`config.mk`:
```
export PLATFORM = sky130hd
export DESIGN_NAME = sd_card_arbiter_flat
export DESIGN_NICKNAME = d
export VERILOG_FILES = /design/src/rtl/sd_arb_pkg.sv /design/src/rtl/sd_card_arbiter_if.sv /design/src/rtl/sd_card_arbiter_rr_picker.sv /design/src/rtl/sd_card_arbiter.sv /design/src/flat_wrapper.sv
export SDC_FILE = /design/constraint.sdc
export NUM_CORES = 1
export LEC_CHECK = 0
export CELL_PAD_IN_SITES_DETAIL_PLACEMENT = 0
export CELL_PAD_IN_SITES_GLOBAL_PLACEMENT = 1
export CORE_MARGIN = 4
export CORE_UTILIZATION = 32
export DETAILED_ROUTE_END_ITERATION = 8
export GPL_ROUTABILITY_DRIVEN = 0
export PLACE_DENSITY_LB_ADDON = 0.1
export SYNTH_ARGS = -nofsm -noshare
export SYNTH_HDL_FRONTEND = slang
export SYNTH_SLANG_ARGS = --single-unit
```
`constraint.sdc`:
```
create_clock -name clk -period 6.8 [get_ports clk]
set_input_delay 2.04 -clock clk [delete_from_list [all_inputs] [get_ports clk]]
set_output_delay 2.04 -clock clk [all_outputs]
set_load 0.01 [all_outputs]
```
`src/rtl/sd_arb_pkg.sv`:
```
// rtl/sd_arb_pkg.sv - shared types and helpers for the sd card arbiter
package sd_arb_pkg;

    typedef enum logic [2:0] {Idle, Issue, Wait, Miss, Done} ArbState;

    typedef enum logic {OpRead, OpWrite} SdOp;

    typedef struct packed {
        SdOp         op;
        logic [31:0] addr;
        logic [31:0] wdata;
        logic [3:0]  wmask;
    } Request;

    // Grant index width; never narrower than one bit.
    function automatic int idx_width(input int n);
        return (n > 2) ? $clog2(n) : 1;
    endfunction

endpackage

```
`src/rtl/sd_card_arbiter_if.sv`:
```
// rtl/sd_card_arbiter_if.sv - requester and reader-side bus of the arbiter (SD_ARB_STATS_EN adds counters)
interface sd_card_arbiter_if
    import sd_arb_pkg::*;
#(
    parameter int NUM_REQ = 2
);
    localparam int IDX_W = idx_width(NUM_REQ);

    logic [NUM_REQ-1:0]    req_read;
    logic [NUM_REQ-1:0]    req_write;
    logic [NUM_REQ*32-1:0] req_addr;
    logic [NUM_REQ*32-1:0] req_wdata;
    logic [NUM_REQ*4-1:0]  req_wmask;
    logic [NUM_REQ-1:0]    req_done;
    logic [31:0]           req_rdata;
    logic [IDX_W-1:0]      grant_idx;

    logic                  rd_o;
    logic                  wr_o;
    logic [31:0]           addr_o;
    logic [31:0]           wdata_o;
    logic [3:0]            wmask_o;
    logic [31:0]           rdata_i;
    logic                  rvalid_i;
    logic                  busy_i;

`ifdef SD_ARB_STATS_EN
    logic [31:0]           stat_hits;
    logic [31:0]           stat_misses;

    modport master (
        input  req_read, req_write, req_addr, req_wdata, req_wmask,
        input  rdata_i, rvalid_i, busy_i,
        output req_done, req_rdata, grant_idx,
        output rd_o, wr_o, addr_o, wdata_o, wmask_o,
        output stat_hits, stat_misses
    );

    modport slave (
        output req_read, req_write, req_addr, req_wdata, req_wmask,
        output rdata_i, rvalid_i, busy_i,
        input  req_done, req_rdata, grant_idx,
        input  rd_o, wr_o, addr_o, wdata_o, wmask_o,
        input  stat_hits, stat_misses
    );
`else
    modport master (
        input  req_read, req_write, req_addr, req_wdata, req_wmask,
        input  rdata_i, rvalid_i, busy_i,
        output req_done, req_rdata, grant_idx,
        output rd_o, wr_o, addr_o, wdata_o, wmask_o
    );

    modport slave (
        output req_read, req_write, req_addr, req_wdata, req_wmask,
        output rdata_i, rvalid_i, busy_i,
        input  req_done, req_rdata, grant_idx,
        input  rd_o, wr_o, addr_o, wdata_o, wmask_o
    );
`endif

endinterface

```
`src/rtl/sd_card_arbiter_rr_picker.sv`:
```
// rtl/sd_card_arbiter_rr_picker.sv - first pending requester at or after a start index, wrapping
module rr_picker #(
    parameter int NUM_REQ = 2,
    parameter int IDX_W   = 1
) (
    input  logic [NUM_REQ-1:0] i_pending,
    input  logic [IDX_W-1:0]   i_start,
    output logic               o_found,
    output logic [IDX_W-1:0]   o_idx
);

    int w_cand;

    // Walk from the farthest candidate back to the start so the nearest one wins.
    always_comb begin
        o_found = 1'b0;
        o_idx   = '0;
        w_cand  = 0;
        for (int k = NUM_REQ - 1; k >= 0; k--) begin
            w_cand = int'(i_start) + k;
            if (w_cand >= NUM_REQ) begin
                w_cand = w_cand - NUM_REQ;
            end
            if (i_pending[w_cand]) begin
                o_found = 1'b1;
                o_idx   = IDX_W'(w_cand);
            end
        end
    end

endmodule

```
`src/rtl/sd_card_arbiter.sv`:
```
// rtl/sd_card_arbiter.sv - round-robin share of one sd_card_reader cache; SD_ARB_STATS_EN adds hit/miss counters
module sd_card_arbiter
    import sd_arb_pkg::*;
#(
    parameter int NUM_REQ = 2
) (
    input  logic              clk,
    input  logic              rst,
    sd_card_arbiter_if.master bus
);

    localparam int IDX_W = idx_width(NUM_REQ);

    ArbState            r_state;
    Request             r_req;
    logic [IDX_W-1:0]   r_grant;
    logic [IDX_W-1:0]   r_rr;
    logic [NUM_REQ-1:0] r_done;
    logic [31:0]        r_rdata;
    logic               r_issue_rd;
    logic               r_issue_wr;
    logic               r_wait2;

    logic [NUM_REQ-1:0] w_pending;
    logic               w_found;
    logic [IDX_W-1:0]   w_pick;
    logic [NUM_REQ-1:0] w_onehot;
    logic [IDX_W-1:0]   w_next_rr;
    logic               w_wait_done;
    logic               w_wait_miss;

    assign w_pending = bus.req_read | bus.req_write;

    rr_picker #(
        .NUM_REQ (NUM_REQ),
        .IDX_W   (IDX_W)
    ) u_picker (
        .i_pending (w_pending),
        .i_start   (r_rr),
        .o_found   (w_found),
        .o_idx     (w_pick)
    );

    always_comb begin
        w_onehot          = '0;
        w_onehot[r_grant] = 1'b1;
    end

    assign w_next_rr   = (r_grant == IDX_W'(NUM_REQ - 1)) ? '0 : r_grant + 1'b1;
    assign w_wait_miss = (r_state == Wait) && bus.busy_i;
    // A read that sees neither data nor busy twice in a row is abandoned with zero data.
    assign w_wait_done = (r_state == Wait) && !bus.busy_i &&
                         ((r_req.op == OpWrite) || bus.rvalid_i || r_wait2);

    always_ff @(posedge clk or posedge rst) begin
        if (rst) begin
            r_state    <= Idle;
            r_req      <= '0;
            r_grant    <= '0;
            r_rr       <= '0;
            r_done     <= '0;
            r_rdata    <= '0;
            r_issue_rd <= 1'b0;
            r_issue_wr <= 1'b0;
            r_wait2    <= 1'b0;
        end else begin
            r_done     <= '0;
            r_issue_rd <= 1'b0;
            r_issue_wr <= 1'b0;
            case (r_state)
                Idle: begin
                    if (!bus.busy_i && w_found) begin
                        r_req.op    <= bus.req_read[w_pick] ? OpRead : OpWrite;
                        r_req.addr  <= bus.req_addr[int'(w_pick)*32 +: 32];
                        r_req.wdata <= bus.req_wdata[int'(w_pick)*32 +: 32];
                        r_req.wmask <= bus.req_wmask[int'(w_pick)*4 +: 4];
                        r_issue_rd  <= bus.req_read[w_pick];
                        r_issue_wr  <= ~bus.req_read[w_pick];
                        r_grant     <= w_pick;
                        r_wait2     <= 1'b0;
                        r_state     <= Issue;
                    end
                end
                Issue: begin
                    r_state <= Wait;
                end
                Wait: begin
                    if (w_wait_miss) begin
                        r_state <= Miss;
                    end else if (w_wait_done) begin
                        r_rdata <= (r_req.op == OpRead && bus.rvalid_i) ? bus.rdata_i : '0;
                        r_done  <= w_onehot;
                        r_state <= Done;
                    end else begin
                        r_wait2 <= 1'b1;
                    end
                end
                Miss: begin
                    if (!bus.busy_i) begin
                        r_rdata <= (r_req.op == OpRead) ? bus.rdata_i : '0;
                        r_done  <= w_onehot;
                        r_state <= Done;
                    end
                end
                Done: begin
                    r_rr    <= w_next_rr;
                    r_state <= Idle;
                end
                default: begin
                    r_state <= Idle;
                end
            endcase
        end
    end

    // During a miss the strobe follows busy so the reader's perform step samples it.
    assign bus.rd_o      = r_issue_rd | ((r_state == Miss) && (r_req.op == OpRead) && bus.busy_i);
    assign bus.wr_o      = r_issue_wr | ((r_state == Miss) && (r_req.op == OpWrite) && bus.busy_i);
    assign bus.addr_o    = r_req.addr;
    assign bus.wdata_o   = r_req.wdata;
    assign bus.wmask_o   = r_req.wmask;
    assign bus.req_done  = r_done;
    assign bus.req_rdata = r_rdata;
    assign bus.grant_idx = r_grant;

`ifdef SD_ARB_STATS_EN
    logic [31:0] r_hits;
    logic [31:0] r_misses;

    always_ff @(posedge clk or posedge rst) begin
        if (rst) begin
            r_hits   <= '0;
            r_misses <= '0;
        end else begin
            if (w_wait_done && (r_hits != '1)) begin
                r_hits <= r_hits + 32'd1;
            end
            if (w_wait_miss && (r_misses != '1)) begin
                r_misses <= r_misses + 32'd1;
            end
        end
    end

    assign bus.stat_hits   = r_hits;
    assign bus.stat_misses = r_misses;
`endif

endmodule

```
`src/flat_wrapper.sv`:
```
// flat-port wrapper written by rule: the top's interface ports become plain ports
module sd_card_arbiter_flat import sd_arb_pkg::*;
#(
    parameter int NUM_REQ = 2
)
  (clk, rst, bus_req_read, bus_req_write, bus_req_addr, bus_req_wdata, bus_req_wmask, bus_rdata_i, bus_rvalid_i, bus_busy_i, bus_req_done, bus_req_rdata, bus_grant_idx, bus_rd_o, bus_wr_o, bus_addr_o, bus_wdata_o, bus_wmask_o);
  sd_card_arbiter_if #(.NUM_REQ(NUM_REQ)) bus_i ();
  input  logic clk;
  input  logic rst;
  input wire logic [$bits(bus_i.req_read)-1:0] bus_req_read;
  input wire logic [$bits(bus_i.req_write)-1:0] bus_req_write;
  input wire logic [$bits(bus_i.req_addr)-1:0] bus_req_addr;
  input wire logic [$bits(bus_i.req_wdata)-1:0] bus_req_wdata;
  input wire logic [$bits(bus_i.req_wmask)-1:0] bus_req_wmask;
  input wire logic [$bits(bus_i.rdata_i)-1:0] bus_rdata_i;
  input wire logic [$bits(bus_i.rvalid_i)-1:0] bus_rvalid_i;
  input wire logic [$bits(bus_i.busy_i)-1:0] bus_busy_i;
  output wire logic [$bits(bus_i.req_done)-1:0] bus_req_done;
  output wire logic [$bits(bus_i.req_rdata)-1:0] bus_req_rdata;
  output wire logic [$bits(bus_i.grant_idx)-1:0] bus_grant_idx;
  output wire logic [$bits(bus_i.rd_o)-1:0] bus_rd_o;
  output wire logic [$bits(bus_i.wr_o)-1:0] bus_wr_o;
  output wire logic [$bits(bus_i.addr_o)-1:0] bus_addr_o;
  output wire logic [$bits(bus_i.wdata_o)-1:0] bus_wdata_o;
  output wire logic [$bits(bus_i.wmask_o)-1:0] bus_wmask_o;
  assign bus_i.req_read = bus_req_read;
  assign bus_i.req_write = bus_req_write;
  assign bus_i.req_addr = bus_req_addr;
  assign bus_i.req_wdata = bus_req_wdata;
  assign bus_i.req_wmask = bus_req_wmask;
  assign bus_i.rdata_i = bus_rdata_i;
  assign bus_i.rvalid_i = bus_rvalid_i;
  assign bus_i.busy_i = bus_busy_i;
  assign bus_req_done = bus_i.req_done;
  assign bus_req_rdata = bus_i.req_rdata;
  assign bus_grant_idx = bus_i.grant_idx;
  assign bus_rd_o = bus_i.rd_o;
  assign bus_wr_o = bus_i.wr_o;
  assign bus_addr_o = bus_i.addr_o;
  assign bus_wdata_o = bus_i.wdata_o;
  assign bus_wmask_o = bus_i.wmask_o;
  sd_card_arbiter #(.NUM_REQ(NUM_REQ)) u_core (.clk(clk), .rst(rst), .bus(bus_i));
endmodule
```
==> Yosys cells after proc, flatten, opt, wreduce, memory -nomap -nowiden <==
Cells that the tools add are included.
{ "op_classes": {"add_sub_neg": 4, "magnitude_cmp": 7, "n_eq_ne": 10, "shift": 3, "muxes": 41, "bitwise": 5, "reduce_logical": 20} }
{ "op_table": {"columns": ["op", "count"], "rows": [
  ["32-bit 2-to-1 mux", 7],
  ["64-bit by 7-bit variable part select with 32-bit output", 2],
  ["32-bit by 3-bit less-than comparator with 1-bit output, second input constant", 2],
  ["32-bit case mux with 2 select lines", 1],
  ["32-bit by 3-bit greater-or-equal comparator with 1-bit output, second input constant", 1],
  ["32-bit by 3-bit subtractor with 32-bit output, second input constant", 1],
  ["1-bit 2-to-1 mux", 22],
  ["3-bit 2-to-1 mux", 4],
  ["3-bit case mux with 4 select lines", 1],
  ["1-bit logical AND", 10],
  ["4-bit AND reduction", 2],
  ["8-bit by 4-bit variable part select with 4-bit output", 1],
  ["3-bit by 2-bit equality test with 1-bit output, second input constant", 2],
  ["2-bit 2-to-1 mux", 3],
  ["2-bit inequality test, second input constant", 3],
  ["1-bit by 2-bit less-than comparator with 1-bit output, second input constant", 2],
  ["2-bit by 1-bit inequality test with 1-bit output, second input constant", 2],
  ["2-bit case mux with 2 select lines", 1],
  ["2-bit nonzero test", 2],
  ["3-bit by 1-bit equality test with 1-bit output, second input constant", 1],
  ["3-bit equality test, second input constant", 1],
  ["3-bit logical NOT", 1],
  ["3-bit by 1-bit inequality test with 1-bit output, second input constant", 1],
  ["3-bit AND reduction", 1],
  ["13 further kinds", 16]
]} }
{ "totals": {"ff_bits": 111, "input_bits": 176, "output_inout_bits": 105, "word_cells": 102} }

==> Depth between registers and ports, before layout <==
Gate-level depths: netlist of run 1.
{ "logic_depth": {"depth_word": 13, "mapped_depth": 6, "depth_no_buf": 3} }

==> Hierarchy <==
From an unflattened synthesis of run 1, not the netlist that was laid out.
{ "unflattened": {"cells_unflattened": 535, "area_unflattened_um2": 5659.2} }
{ "by_module_without_submodules": {"columns": ["module", "instances", "cells_each", "area_each_um2", "seq_area_each_um2"], "rows": [
  ["sd_card_arbiter", 1, 532, 5641.7, 2777.7],
  ["rr_picker", 1, 3, 17.5, 0.0]
]} }

==> Worst setup path after synthesis of run 1 <==
No wires, ideal clock.
{ "synth_path": {"path_kind": "input -> output", "from": "input bus_busy_i", "to": "output bus_wr_o", "t_arrival_ps": 2346, "required_ps": 4760, "slack_ps": 2414, "path_stages": 2, "path_buffers": 0, "path_cell_list": "nand3b_1 o21bai_1"} }
{ "synth_via": {"elab_chain_len": 2} }
{ "synth_rtl": {"columns": ["item", "line_no", "rtl"], "rows": [
  ["from (decl)", "flat_wrapper.sv:17", "input wire logic [$bits(bus_i.busy_i)-1:0] bus_busy_i;"],
  ["1-bit logical AND", "sd_card_arbiter.sv:118", "assign bus.wr_o = r_issue_wr | ((r_state == Miss) && (r_req.op == OpWrite) && bus.busy_i);"],
  ["1-bit bitwise OR", "sd_card_arbiter.sv:118", null],
  ["to (decl)", "flat_wrapper.sv:22", "output wire logic [$bits(bus_i.wr_o)-1:0] bus_wr_o;"]
]} }
Every way passes these cells.

==> Worst setup path after layout of run 1 <==
Ends and elaborated chain as after synthesis.

==> impl_metrics.json, run 1 <==
{
  "slew_headroom": 0.1686,
  "n_fill_cell": 1639,
  "cts_buffer_depth": 2,
  "hpwlAfterDp_um": 13030,
  "grt_max_degree": 73,
  "min_from": "u_core.bus.grant_idx$_DFFE_PP0P_",
  "synth_cell_types": 29,
  "pre_cts_ws_ps": 1159,
  "final-seq-area_um2": 2778,
  "die_area_um2": 20030,
  "leakage_uw": 0.003206,
  "grt_overflow": 0,
  "synthCells": 583,
  "finalCritPeriodShare": 0.8289,
  "power.internal_uw": 2014,
  "clkSinkCount": 111,
  "ys_ff_latch": 111,
  "hold_violations": 0,
  "grt_usage": 0.1899,
  "critPathCaptureType": "primary output",
  "ios": 281,
  "switchingPower_uw": 1150,
  "cts_max_level": 3,
  "vias": 5127,
  "yosys_warnings": 0,
  "cts_post_setup_buffers_inserted": 0,
  "min_period_ps": 5637,
  "fmax_mhz": 177.4,
  "setup_slack_ps": 1163,
  "dr.pass1.iters": 4,
  "fin_total_pwr_uw": 3164,
  "portBuffers": 280,
  "dieHeight_um": 141.5,
  "rr_startpoint": "u_core.r_state[0]$_DFFE_PP0P_",
  "setup.worst_path.start": "bus_busy_i",
  "cts_made_buffers": 9,
  "rsz0062_at_grt": "false",
  "drtAntennaViolNets": 0,
  "vdd_drop_max_v": 0.0001635,
  "crit_type": "input port to primary output",
  "cp_data_arrival_time_ps": 3600,
  "multi_input_area_um2": 2157,
  "p_sw_frac": 0.3634,
  "combPwrFrac": 0.478,
  "routed_wl_um": 19340,
  "grt_pass1_wl_um": 30060,
  "clock_power_share": 0.172,
  "dieWidth_um": 141.5,
  "syn2layout_area_growth_pct": 47.05,
  "yosysSeqAreaShare": 0.4869,
  "crit_path_start_kind": "input port",
  "num_antenna_cells": 0,
  "start_util": 0.3286,
  "core_um2": 17360,
  "grt_pass1_vias": 5189,
  "status": "finished clean",
  "tns_ps": 0,
  "pwr-share-seq": 0.350,
  "utilization": 0.4833,
  "cts_resized": 0,
  "layout.nets": 930,
  "syn_area_um2": 5704,
  "worst_ep_required_time_ps": 4760,
  "post_drt_wl_per_cell_um": 19.68,
  "final_max_slew_viol_count": 0,
  "drt_iter0_markers": 248,
  "hp-class": "flop to flop",
  "setup_viol": 0,
  "cts_tree": "yes",
  "hold_buffers": 0,
  "clock_latency_ps": 350,
  "row_count": 48,
  "syn_area_per_cell_um2": 9.784,
  "skew_ps": 6.891,
  "antenna_found_initial": 0,
  "worst-path-max-fanout": 7,
  "viasPerCell": 5.216,
  "syn_nets": 759,
  "power_density_nw_per_um2": 377.2,
  "maxCapViolCount": 0,
  "worstMarginPinSlew_ps": 1247,
  "clk_pin_slew_ps": 80,
  "cts_root_buffer": "clkbuf_16",
  "drcViolationCount": 0,
  "drive_gt1_frac": 0.03958,
  "whs_ps": 480.8
}
final timing paths:
check,to,slack (ps),cells after the start
worst max-delay path,bus_wr_o,1160,4
worst min-delay path,u_core.bus.req_done[0]$_DFF_PP0_,480,1
worst min register to register,u_core.bus.req_done[0]$_DFF_PP0_,480,1
max in group asynchronous,u_core.bus.addr_o[22]$_DFFE_PP0P_,3440,3
min in group asynchronous,u_core.bus.req_rdata[11]$_DFFE_PP0P_,2230,2
worst max register to register,u_core.bus.wmask_o[3]$_DFFE_PP0P_,4440,4
final cells by class:
cell class / instances / share of cell area
clock buffers: 10 / 0.02730
multi-input cells: 341 / 0.2572
flip-flops and latches: 111 / 0.3311
clock inverters: 5 / 0.007906
inverters: 3 / 0.001641
well taps: 225 / 0.03356
repair buffers: 288 / 0.3413
power by group through the flow:
stage / sequential (uW) / clock [uW] / combinational, uW
3_3_place_gp: 1110 / 0 / 1530
2_1_floorplan: 1100 / 0 / 1000
4_1_cts: 1110 / 560 / 1540
5_1_grt: 1140 / 590 / 1650
6_report: 1110 / 543 / 1510
3_5_place_dp: 1120 / 0 / 1540
per-stage QoR:
step	cell area [um^2]	instances
floorplan	5704	583
global placement	8093	968
detailed placement	8093	968
CTS	8388	983
global route	8388	983
finish	8388	983
per-layer routing:
metal  vias up  track usage  part of all wire
met2       211       0.3175              0.49
met1      2476       0.2375              0.41
met3        24      0.06303             0.084
met4         0      0.04899             0.019
li1       2416            -                 -
met5         -            0                 0
cells by family after synthesis:
| group | share of synthesized area |
|---|---|
| flops | 0.4869 |
| compound gates | 0.2595 |
| buf+inv | 0.1391 |
| simple gates | 0.1127 |
| mux | 0.001755 |
Yosys cell counts:
master       n  area (um^2)
a21boi_0     1        7.510
a21oi_1     73        365.4
a22o_1      32        280.3
a2bb2oi_1    1        8.760
a31oi_1     69        431.7
and2_1       2        12.51
buf_1        2        7.510
buf_2       10        50.05
buf_4       75        563.0
buf_6        1        11.26
clkbuf_1    40        150.1
dfrtp_1    111         2778
inv_1        3        11.26
mux2i_1      1        10.01
nand2_1      2        7.510
nand2b_1     1        6.260
nand3b_1    70        525.5
nor2_1       8        30.03
nor2b_1      2        12.51
nor3_1       1        5.000
nor4_4       1        21.27
nor4b_1      1        8.760
o21ai_0     66        330.3
o21ai_1      3        15.01
o21ba_2      1        10.01
o21bai_1     3        22.52
o41ai_1      1        8.760
or3_1        1        6.260
or4_1        1        7.510
registers in the layout, indices dropped and copies added, names as in the netlist, 2 cells and up:
register              cells
u_core.bus.wdata_o       32
u_core.bus.wmask_o        4
u_core.r_state            3
u_core.bus.addr_o        32
u_core.bus.req_done       2
u_core.bus.req_rdata     32
critical path, stage by stage:
cell	delay (ps)
clkdlybuf4s50_1	660
nand3b_1	160
o21bai_1	180
clkdlybuf4s50_1	550
layout by cell type, fill, tap and decap left out, types with 2 or more instances in the layout:
cell               n
dfrtp_1          111
clkbuf_16          9
buf_4              8
o21ai_0           66
a21oi_1           73
o21ai_1            3
a22o_1            32
nand2_1            2
nand3b_1          70
clkdlybuf4s50_1  280
a31oi_1           69
inv_1              2
o21bai_1           2
nor2_1             7
Power figures use the tool's default switching activity.
==> inputs of run 2 (changes only) <==
--- a/config.mk
+++ b/config.mk
@@ -8,7 +8,7 @@
 export CELL_PAD_IN_SITES_DETAIL_PLACEMENT = 0
 export CELL_PAD_IN_SITES_GLOBAL_PLACEMENT = 1
 export CORE_MARGIN = 4
-export CORE_UTILIZATION = 32
+export CORE_UTILIZATION = 27
 export DETAILED_ROUTE_END_ITERATION = 8
 export GPL_ROUTABILITY_DRIVEN = 0
 export PLACE_DENSITY_LB_ADDON = 0.1
==> constraint.sdc (replaced) <==
create_clock -name clk -period 4.5 [get_ports clk]
set_input_delay 1.35 -clock clk [delete_from_list [all_inputs] [get_ports clk]]
set_output_delay 1.35 -clock clk [all_outputs]
set_load 0.01 [all_outputs]
==> run 2 against run 1 <==
Sequential share of layout area decreased by 0.44 points. Critical path type unchanged. Register-to-register slack got worse by 2300 ps. Design area increased by 1.4%. Worst hold slack improved by 8.7 ps. Clock power increased by 48%. Sequential power increased by 51%. Power increased by 52%. Critical endpoint is now bus_rd_o.
==> impl_metrics.json, run 2 (same netlist as run 1, synthesis figures left out) <==
{
  "start_util": 0.2783,
  "final_common_cell": "clkdlybuf4s50_1",
  "row_count": 52,
  "crit_path_start_kind": "input port",
  "slew_headroom": 0.4047,
  "clock_power_share": 0.167,
  "num_antenna_cells": 0,
  "antenna_found_initial": 0,
  "pwr-share-seq": 0.349,
  "dieWidth_um": 153.4,
  "dr.pass1.iters": 5,
  "pre_cts_ws_ps": 483.0,
  "min_period_ps": 4047,
  "grt_pass1_vias": 5279,
  "drive_gt1_frac": 0.04593,
  "portBuffers": 280,
  "drtAntennaViolNets": 0,
  "grt_overflow": 0,
  "combPwrFrac": 0.484,
  "cts_made_buffers": 9,
  "rsz0062_at_grt": "false",
  "power.internal_uw": 3030,
  "n_fill_cell": 2050,
  "syn2layout_area_growth_pct": 49.05,
  "maxCapViolCount": 0,
  "final_max_slew_viol_count": 0,
  "cts_resized": 0,
  "die_area_um2": 23520,
  "setup_viol": 0,
  "crit_type": "input port to primary output",
  "grt_pass1_wl_um": 31130,
  "cts_root_buffer": "clkbuf_16",
  "hold_buffers": 0,
  "vdd_drop_max_v": 0.0001956,
  "leakage_uw": 0.003228,
  "finalCritPeriodShare": 0.8994,
  "drt_iter0_markers": 285,
  "post_drt_wl_per_cell_um": 19.45,
  "switchingPower_uw": 1775,
  "clock_latency_ps": 350,
  "crit_top_cell": "clkdlybuf4s50_1",
  "utilization": 0.4148,
  "worst_ep_required_time_ps": 3150,
  "setup_slack_ps": 452.7,
  "cts_post_setup_buffers_inserted": 0,
  "core_um2": 20490,
  "clkSinkCount": 111,
  "clk_pin_slew_ps": 80,
  "critPathMaxStageDelay_ps": 560,
  "layout.nets": 933,
  "skew_ps": 8.422,
  "critical_path_buf_inv_count": 2,
  "fmax_mhz": 247.1,
  "cts_buffer_depth": 2,
  "dieHeight_um": 153.4,
  "power_density_nw_per_um2": 565.2,
  "vias": 5179,
  "routed_wl_um": 20080,
  "status": "finished clean",
  "slowest_stage": "clkdlybuf4s50_1",
  "crit_chain": "clkdlybuf4s50_1 -> nand3b_1 -> o21bai_1 -> clkdlybuf4s50_1",
  "tns_ps": 0,
  "cp_top_family": "buffers and inverters",
  "ios": 281,
  "drcViolationCount": 0,
  "hpwlAfterDp_um": 13620,
  "hp-class": "flop to flop",
  "cts_max_level": 3,
  "critPathCaptureType": "primary output",
  "hold_violations": 0,
  "cp_data_arrival_time_ps": 2700,
  "worst-path-max-fanout": 2,
  "worstMarginPinSlew_ps": 893.0,
  "cts_tree": "yes",
  "viasPerCell": 5.018,
  "grt_max_degree": 75,
  "p_sw_frac": 0.3694,
  "final_cell_mix": "280 x clkdlybuf4s50_1, 111 x dfrtp_1, 73 x a21oi_1",
  "grt_usage": 0.1633
}
## run 2: changes by cell type in the layout (fill, tap and decap cells not counted), sizes merged
cell / previous run / this run
buf: 8 / 11
clkinvlp: 1 / 3
bufinv: 1 / 0
## run 2: power by group through the flow
stage	sequential [uW]	combinational, uW	clock (uW)
2_1_floorplan	1660	1520	0
3_3_place_gp	1680	2340	0
3_5_place_dp	1690	2370	0
4_1_cts	1680	2370	831
5_1_grt	1730	2530	866
6_report	1680	2330	802
## run 2: metrics by stage
stage	cell area, um^2	power (uW)	hold slack, ps	cells
floorplan	5704	3175	462.9	583
global placement	8209	4020	486.2	1016
detailed placement	8209	4060	490.0	1016
CTS	8502	4877	511.8	1032
global route	8502	5121	527.0	1032
finish	8502	4805	489.5	1032
## run 2: final cells by class
type | instances | area (um^2) | area share
timing repair buffer | 291 | 2923 | 0.3438
sequential | 111 | 2778 | 0.3267
multi-input combinational | 341 | 2157 | 0.2537
tap | 270 | 337.8 | 0.03974
clock buffer | 10 | 239.0 | 0.02811
clock inverter | 6 | 53.80 | 0.006328
inverter | 3 | 13.76 | 0.001619
## run 2: final timing paths
check | start | end | slack [ps] | cells past startpoint
max in group asynchronous | rst | u_core.bus.req_done[1]$_DFF_PP0_ | 2300 | 3
setup / recovery | bus_busy_i | bus_rd_o | 450 | 4
min in group asynchronous | rst | u_core.bus.wdata_o[6]$_DFFE_PP0P_ | 1390 | 2
setup reg to reg | u_core.r_state[0]$_DFFE_PP0P_ | u_core.bus.addr_o[7]$_DFFE_PP0P_ | 2190 | 4
hold / removal | u_core.bus.grant_idx$_DFFE_PP0P_ | u_core.bus.req_done[0]$_DFF_PP0_ | 490 | 1
hold reg to reg | u_core.bus.grant_idx$_DFFE_PP0P_ | u_core.bus.req_done[0]$_DFF_PP0_ | 490 | 1
## run 2: per-layer routing
layer	part of all wire	global-route usage	vias to the layer above
li1	-	-	2412
met4	0.014	0.04331	0
met5	0	0	-
met3	0.068	0.04015	16
met1	0.44	0.2237	2540
met2	0.48	0.2595	211
